`src/rtl/clkgen_pkg.sv`:
```
// Shared defaults and helpers for the multi-channel clock generator.
// Channel-select width is derived from the channel count by chan_width().
package clkgen_pkg;

  localparam int DEF_CHANNELS = 4;
  localparam int DEF_DIV_W    = 16;
  localparam int DEF_HALF     = 10;
  localparam bit DEF_RUN      = 1'b1;

  // A single channel still needs a one-bit select so the port never collapses.
  function automatic int chan_width(input int channels);
    return (channels > 1) ? $clog2(channels) : 1;
  endfunction

endpackage

```
`src/rtl/multi_clock_channel.sv`:
```
// One divided-clock channel: half-period counter, output flops and a single
// pending config slot that is only applied at a falling toggle or while stopped.
module multi_clock_channel #(
  parameter int               DIV_W        = 16,
  parameter logic [DIV_W-1:0] DEFAULT_HALF = DIV_W'(10),
  parameter bit               DEFAULT_RUN  = 1'b1
) (
  input  logic             clk,
  input  logic             rst_n,
  input  logic             load_i,
  input  logic [DIV_W-1:0] load_half_i,
  input  logic             load_run_i,
  output logic             ch_clk_o,
  output logic             ch_tick_o,
  output logic             running_o,
  output logic             pending_o
);

  typedef struct packed {
    logic [DIV_W-1:0] half;
    logic             run;
  } cfg_rec_t;

  logic [DIV_W-1:0] cnt_q, cnt_d;
  logic [DIV_W-1:0] half_q, half_d;
  logic             clk_q, clk_d;
  logic             tick_q, tick_d;
  logic             run_q, run_d;
  logic             pend_q, pend_d;
  cfg_rec_t         slot_q, slot_d;

  logic wrap;
  logic apply;
  logic new_run;

  assign wrap    = run_q && (cnt_q == half_q - DIV_W'(1));
  assign apply   = pend_q && (!run_q || (wrap && clk_q));
  assign new_run = slot_q.run && (slot_q.half != '0);

  always_comb begin
    cnt_d  = cnt_q;
    half_d = half_q;
    clk_d  = clk_q;
    tick_d = 1'b0;
    run_d  = run_q;
    pend_d = pend_q;
    slot_d = slot_q;

    if (run_q) begin
      if (wrap) begin
        cnt_d  = '0;
        clk_d  = !clk_q;
        tick_d = !clk_q;
      end else begin
        cnt_d = cnt_q + DIV_W'(1);
      end
    end

    // A zero half-period means stop, and the previous half-period is retained.
    if (apply) begin
      pend_d = 1'b0;
      cnt_d  = '0;
      clk_d  = 1'b0;
      tick_d = 1'b0;
      run_d  = new_run;
      if (slot_q.half != '0) begin
        half_d = slot_q.half;
      end
    end

    if (load_i && !pend_q) begin
      pend_d      = 1'b1;
      slot_d.half = load_half_i;
      slot_d.run  = load_run_i;
    end
  end

  always_ff @(posedge clk or negedge rst_n) begin
    if (!rst_n) begin
      cnt_q  <= '0;
      half_q <= DEFAULT_HALF;
      clk_q  <= 1'b0;
      tick_q <= 1'b0;
      run_q  <= DEFAULT_RUN;
      pend_q <= 1'b0;
      slot_q <= '0;
    end else begin
      cnt_q  <= cnt_d;
      half_q <= half_d;
      clk_q  <= clk_d;
      tick_q <= tick_d;
      run_q  <= run_d;
      pend_q <= pend_d;
      slot_q <= slot_d;
    end
  end

  assign ch_clk_o  = clk_q;
  assign ch_tick_o = tick_q;
  assign running_o = run_q;
  assign pending_o = pend_q;

endmodule

```
`src/rtl/multi_clock_generator.sv`:
```
// Parametrised bank of glitch-free divided clocks with a valid/ready config port.
// Requests to channels that do not exist are accepted and dropped.
module multi_clock_generator
  import clkgen_pkg::*;
#(
  parameter int CHANNELS     = DEF_CHANNELS,
  parameter int DIV_W        = DEF_DIV_W,
  parameter int DEFAULT_HALF = DEF_HALF,
  parameter bit DEFAULT_RUN  = DEF_RUN,
  localparam int CW          = chan_width(CHANNELS)
) (
  input  logic                clk,
  input  logic                rst_n,
  input  logic                cfg_valid,
  output logic                cfg_ready,
  input  logic [CW-1:0]       cfg_chan,
  input  logic [DIV_W-1:0]    cfg_half,
  input  logic                cfg_run,
  output logic [CHANNELS-1:0] ch_clk,
  output logic [CHANNELS-1:0] ch_tick,
  output logic [CHANNELS-1:0] ch_running
);

  logic [CHANNELS-1:0] pend;
  logic [CHANNELS-1:0] load;

  always_comb begin
    cfg_ready = 1'b1;
    for (int i = 0; i < CHANNELS; i++) begin
      if (cfg_chan == CW'(i)) begin
        cfg_ready = !pend[i];
      end
    end
  end

  always_comb begin
    load = '0;
    for (int i = 0; i < CHANNELS; i++) begin
      load[i] = cfg_valid && cfg_ready && (cfg_chan == CW'(i));
    end
  end

  for (genvar g = 0; g < CHANNELS; g++) begin : g_chan
    multi_clock_channel #(
      .DIV_W       (DIV_W),
      .DEFAULT_HALF(DIV_W'(DEFAULT_HALF)),
      .DEFAULT_RUN (DEFAULT_RUN)
    ) u_chan (
      .clk        (clk),
      .rst_n      (rst_n),
      .load_i     (load[g]),
      .load_half_i(cfg_half),
      .load_run_i (cfg_run),
      .ch_clk_o   (ch_clk[g]),
      .ch_tick_o  (ch_tick[g]),
      .running_o  (ch_running[g]),
      .pending_o  (pend[g])
    );
  end

endmodule

```
`config.mk`:
```
export PLATFORM = sky130hd
export DESIGN_NAME = multi_clock_generator
export DESIGN_NICKNAME = d
export VERILOG_FILES = /design/src/rtl/clkgen_pkg.sv /design/src/rtl/multi_clock_channel.sv /design/src/rtl/multi_clock_generator.sv
export SDC_FILE = /design/constraint.sdc
export NUM_CORES = 1
export LEC_CHECK = 0
export ABC_AREA = 0
export CAP_MARGIN = 20
export CORE_AREA = 2 2 184 186
export CTS_BUF_LIST = sky130_fd_sc_hd__clkbuf_8
export CTS_CLUSTER_DIAMETER = 200
export DETAILED_ROUTE_END_ITERATION = 12
export DIE_AREA = 0 0 186 188
export GPL_TIMING_DRIVEN = 0
export PLACE_DENSITY = 0.51
export SKIP_CTS_REPAIR_TIMING = 1
export SLEW_MARGIN = 10
export SYNTH_ARGS = -nofsm -noshare
export SYNTH_HDL_FRONTEND = slang
export SYNTH_SLANG_ARGS = --single-unit
```
`constraint.sdc`:
```
create_clock -name clk -period 4.3 [get_ports clk]
set_input_delay 0.86 -clock clk [delete_from_list [all_inputs] [get_ports clk]]
set_output_delay 0.86 -clock clk [all_outputs]
set_load 0.1 [all_outputs]
```
==> results.sh <==
export IMPL_yosys_area_share_adder_pct=0.877
export IMPL_critPathBufInv=3
export IMPL_layout_nets=1202
export IMPL_synthArstFlopShare_pct=100
export IMPL_final_layout_size_suffix_gt1_share_pct=19.3
export IMPL_grt_antenna_before_repair=2
export IMPL_final_max_slew_violation_count=0
export IMPL_yosysUniqueCellTypes=82
export IMPL_grt_pass1_vias=8207
export IMPL_syn_instance_count=1094
export IMPL_grt_overflow_total=0
export IMPL_synth_area_sq_um=11400
export IMPL_synthFlopType="dfrtp_1"
export IMPL_syn_to_final_growth_pct=15.4
export IMPL_start_kind="register"
export IMPL_routedWlPerCell_microns=16.4
export IMPL_clkSlewWorstSetupHoldPaths_ps=60
export IMPL_num_vias=8375
export IMPL_core_area_sq_um=33100
export IMPL_tns_ps=0
export IMPL_h_tree_depth=2
export IMPL_post_place_ws_ps=503
export IMPL_cellLeakagePower_nw=5.79
export IMPL_hold_class="input pin to asynchronous set/reset pin"
export IMPL_die_h_microns=188
export IMPL_cts_sinks=212
export IMPL_fillers=3283
export IMPL_synthXorXnorAreaFrac_pct=9.13
export IMPL_ant_nets=0
export IMPL_synth_top_family_by_area="simple AND/OR/NAND/NOR gates"
export IMPL_die_x_microns=186
export IMPL_synth_compound_area_share_pct=7.69
export IMPL_period_share_pct=90.7
export IMPL_fp_row_count=67
export IMPL_worstSetupPathType="register to primary output"
export IMPL_start_util_pct=34.5
export IMPL_path_cells="clkbuf_1 -> mux4_2 -> inv_1 -> clkdlybuf4s50_1"
export IMPL_power_per_cell_area_nw_per_um2=613
export IMPL_grt_max_degree=88
export IMPL_peakVddDrop_mv=0.274
export IMPL_fin_crit_ps=3900
export IMPL_critPathMaxFanout=10
export IMPL_yosysMostFrequentCell="dfrtp_1"
export IMPL_crit_family="buffers and inverters"
export IMPL_yosys_area_top_type_share_pct=43.8
export IMPL_ys_seq_area_share_pct=46.6
export IMPL_yosys_area_share_simple_pct=19.5
export IMPL_cp_data_required_time_ps=3440
export IMPL_synth_enable_flop_cells=0
export IMPL_fin_area_sq_um=13200
export IMPL_arrival_ps=3040
export IMPL_cts_inserted_buffers=40
export IMPL_syn_nets=1124
export IMPL_syn_area_per_cell_sq_um=10.4
export IMPL_drt_first_iter_violations=482
export IMPL_grt_pass1_wl_microns=44800
export IMPL_yosysWarnings=0
export IMPL_grt_met3_usage_pct=3.09
export IMPL_max_freq_mhz=256
export IMPL_first_pass_iters=5
export IMPL_cts_tree="yes"
export IMPL_crit_slowest_cell="clkdlybuf4s50_1"
export IMPL_grt_most_used_layer="met2"
export IMPL_worst_slack_ps=398
export IMPL_cpPeakStageDelay_ps=1120
export IMPL_hold_violations=0
export IMPL_dp_hpwl_microns=19400
export IMPL_io_pins=35
export IMPL_clock_latency_ps=570
export IMPL_grt_util_all_layers_pct=16.1
export IMPL_cts_root_buf="clkbuf_8"
export IMPL_gp_congestion=0.797
export IMPL_synthTopCellsByArea="dfrtp_1 (44%), mux2_2 (9.5%), xor2_1 (4.6%)"
export IMPL_numPortBuffers=32
export IMPL_vias_per_cell=5.08
export IMPL_maxCapViolCount=0
export IMPL_yosys_area_top_type="dfrtp_1"
export IMPL_drc_errors=0
export IMPL_outcome="finished clean"
export IMPL_skew_ps=40.3
export IMPL_rsz0062_at_grt="false"
export IMPL_yosys_top_cells_count="dfrtp_1 (200), nand2_1 (113), mux2_2 (96), nor2_1 (86), xor2_1 (60)"
export IMPL_dieArea_sq_um=35000
export IMPL_synth_mux_area_share_pct=12.8
export IMPL_wl_microns=27100
export IMPL_end_kind="primary output"
export IMPL_clockBufferDepth=3
export IMPL_use_met1_pct=23.5
export IMPL_ys_seq_elements=212
export IMPL_max_slew_margin_pct=35.3
export IMPL_setup_violations=0
export IMPL_tightest_slew_ps=967
export IMPL_grt_util_met2_pct=24.2
export IMPL_placed_cell_area_sq_um=12400
sequential cells by signal, summed over array words and instances (netlist names):
| register | count |
|---|---|
| g_chan.u_chan.cnt_q | 64 |
| g_chan.u_chan.ch_clk_o | 4 |
| g_chan.u_chan.slot_q | 68 |
| g_chan.u_chan.ch_tick_o | 4 |
| g_chan.u_chan.pending_o | 4 |
| g_chan.u_chan.half_q | 64 |
| g_chan.u_chan.running_o | 4 |
where the power goes:
group,switching (mW),total (mW),internal (mW)
registers,0.771,3.45,2.68
clock network,0.867,1.94,1.07
logic,1.35,2.68,1.33
per-stage QoR:
stage,hold WS (ps),util (%),cells,power (mW)
final,244,39.8,1650,8.07
after global routing,254,39.8,1649,8.68
after CTS,240,39.8,1649,8.16
after detailed placement,500,37.4,1578,6.17
after global placement,492,37.1,1574,6.10
after floorplan,446,-,1094,5.40
layout by cell type (no fill, tap or decap), drive strengths merged, types with 7 or more instances in the layout:
master         count
dfstp             12
nor3              35
o21ai             27
mux2i             10
nor2              87
inv               47
o22ai              9
nor2b              8
or2                7
mux2             116
dfrtp            200
and3              28
a21o               9
nor4              37
xnor2             59
clkdlybuf4s50     31
o211ai             8
buf               27
clkbuf            76
nand4             21
xor2              60
ha                 8
nand3             33
or4               10
nand2            113
or3                9
a21oi             11
nor3b              7
cell type report:
| cell class | instances | area (sq um) | area share [%] |
|---|---|---|---|
| multi-input combinational | 803 | 5730 | 43.5 |
| clock inverter | 23 | 131 | 0.997 |
| antenna | 1 | 2.50 | 0.0190 |
| buffer | 50 | 274 | 2.08 |
| tap | 448 | 561 | 4.25 |
| sequential | 212 | 5320 | 40.4 |
| timing repair buffer | 36 | 393 | 2.98 |
| clock buffer | 48 | 661 | 5.01 |
| inverter | 29 | 109 | 0.826 |
per-layer routing:
metal / part of all wire, % / up-vias
li1: - / 4079
met5: 0.044 / -
met1: 50 / 4111
met2: 44 / 137
met3: 3.9 / 46
met4: 2.0 / 2
kinds of logic after synthesis:
family / Yosys count
xor gates and xnor gates: 119
and+or+nand+nor: 429
adders and majority gates: 8
AOI/OAI and AO/OA: 120
muxes: 127
DFF: 212
buffers and inverters: 79
worst paths after layout:
check / startpoint / to / slack (ps) / cells after the start
setup / recovery: g_chan[1].u_chan.pending_o / cfg_ready / 400 / 4
hold / removal: rst_n / g_chan[3].u_chan.cnt_q[8] / 240 / 1
setup reg to reg: g_chan[3].u_chan.half_q[0] / g_chan[3].u_chan.half_q[11] / 470 / 13
hold reg to reg: g_chan[3].u_chan.slot_q[2] / g_chan[3].u_chan.slot_q[2] / 510 / 2
max in group asynchronous: rst_n / g_chan[1].u_chan.slot_q[1] / 2900 / 3
min in group clk: g_chan[3].u_chan.slot_q[2] / g_chan[3].u_chan.slot_q[2] / 510 / 2
Power figures use the tool's default switching activity.
==> variant: new RTL, config.mk and constraints unchanged <==
Reset style: synchronous (`rst_n`), changed in one clocked block.
--- a/src/rtl/multi_clock_channel.sv
+++ b/src/rtl/multi_clock_channel.sv
@@ -75,7 +75,7 @@
     end
   end
 
-  always_ff @(posedge clk or negedge rst_n) begin
+  always_ff @(posedge clk) begin
     if (!rst_n) begin
       cnt_q  <= '0;
       half_q <= DEFAULT_HALF;
Formal check against the unedited RTL: differs if rst_n is asserted again (counterexample within 4 cycles, from zero or initial values and one cycle with rst_n low); with rst_n held inactive, the same outputs for 10 cycles.
==> variant against the original RTL <==
  * Worst setup slack got worse by 0.26 ns
  * Die area unchanged
  * Sequential cell count unchanged
  * Critical path type is now in -> out
  * Wire length up 14%
  * Design area shrank 5.0%
  * Synthesized area decreased by 4.5%
  * Largest cell class unchanged
Power is not compared: it rests on default switching activity, and its combinational part moved more than twofold at a synthesized area within 25%.
==> variant: results (changes against the original RTL) <==
set qor(outcome) {completed}
set qor(r2r_cells) 9 ;# -4
set qor(critical_path_peak_fanout) 8 ;# -2
set qor(period_minus_slack_ns) 4.16 ;# +0.263 ns
set qor(async_reset_ff_share_pct) 0 ;# -100 points
set qor(antenna_cells_inserted) 0 ;# -1
set qor(detailed_place.area_sq_mm) 0.0118 ;# -4.7%
set qor(drt_first_iter_violations) 683 ;# +42%
set qor(grt_first_pass_wirelength_um) 50400 ;# +12%
set qor(count_of_input_and_output_buffers) 34 ;# +6.3%
set qor(pin_count_of_the_biggest_net_entering_global_routing) 11 ;# -88%
set qor(initial_antenna_violation_count) 0 ;# -2
set qor(tightest_slew_ns) 1.01 ;# +0.0469 ns
set qor(synth_cell_type_count) 78 ;# -4.9%
set qor(totalWireLength_um) 30900 ;# +14%
set qor(syn_inst) 1371 ;# +25%
set qor(worst_setup_path_startpoint) {cfg_chan[0]}
set qor(clk_latency_ns) 0.54 ;# -0.03 ns
set qor(holdWs_ns) 0.468 ;# +0.223 ns
set qor(synth_area_leaders) {sky130_fd_sc_hd__dfxtp_1 39%, sky130_fd_sc_hd__nand2_1 9.1%, sky130_fd_sc_hd__xor2_1 5.9%}
set qor(grt_pass1_vias) 9459 ;# +15%
set qor(yosys.area_share.adder_pct) 0.918 ;# +0.041 points
set qor(global_placer_s_final_weighted_congestion) 0.806 ;# +1.1%
set qor(critPathMaxStageDelay_ns) 1.21 ;# +0.09 ns
set qor(finish.net_count) 1477 ;# +23%
set qor(hpwlAfterDp_um) 22800 ;# +18%
set qor(place_worst_setup_slack_ns) 0.0329 ;# -0.470 ns
set qor(flow.area_growth_from_synthesis_pct) 14.8
set qor(synth_mux_area_share_pct) 2.13 ;# -11 points
[variant: cell count changes after synthesis, sizes merged, moves of 12 or more]
cell / delta
xor2: +14
dfstp: -12
nor2: +21
clkbuf: +31
nand3: +42
mux2: -114
o21ai: +26
a21oi: +76
dfxtp: +212
nand2: +151
dfrtp: -200
[variant: report_power, final]
part / switching, mW / total (mW) / leakage (nW) / internal (mW)
logic: 0.155 / 0.232 / 2.35 / 0.0768
registers: 0.0357 / 2.03 / 1.72 / 2.00
clock network: 0.842 / 1.82 / 0.419 / 0.976
total: 1.03 / 4.08 / 4.49 / 3.05
[variant: cells by family (layout without fill, tap and decap cells)]
family	after synthesis	in the layout
mux	23	23
compound gates	233	233
flops	212	212
fa+ha+maj	8	8
buf+inv	119	216
xor+xnor	124	124
simple gates	652	652
[variant: final cells by class]
class | count | share of cell area, %
clock buffers | 47 | 5.17
plain buffers | 91 | 3.71
repair buffers | 34 | 2.72
well taps | 448 | 4.48
inverters | 28 | 0.840
clock inverters | 16 | 0.510
flip-flops and latches | 212 | 33.9
multi-input cells | 1040 | 48.7
[variant: worst max path at each step]
stage                      endpoint  cells after the start
final                     cfg_ready                      4
after global placement    cfg_ready                      4
after floorplan           cfg_ready                      3
after global routing      cfg_ready                      4
after CTS                 cfg_ready                      4
after detailed placement  cfg_ready                      4
[variant: worst max-delay path, delay by kind of cell]
kind	cells	cell delay [ns]
AO/OA/AOI/OAI	2	0.56
buffers and inverters	2	1.88
[variant: per-layer routing]
layer  up-vias  track usage [%]  share of wire, %
met5         -                0                 0
met4         0             4.85               2.0
met3        50             2.80               4.1
met2       191             27.9                44
met1      4666             25.7                50
li1       4939                -                 -
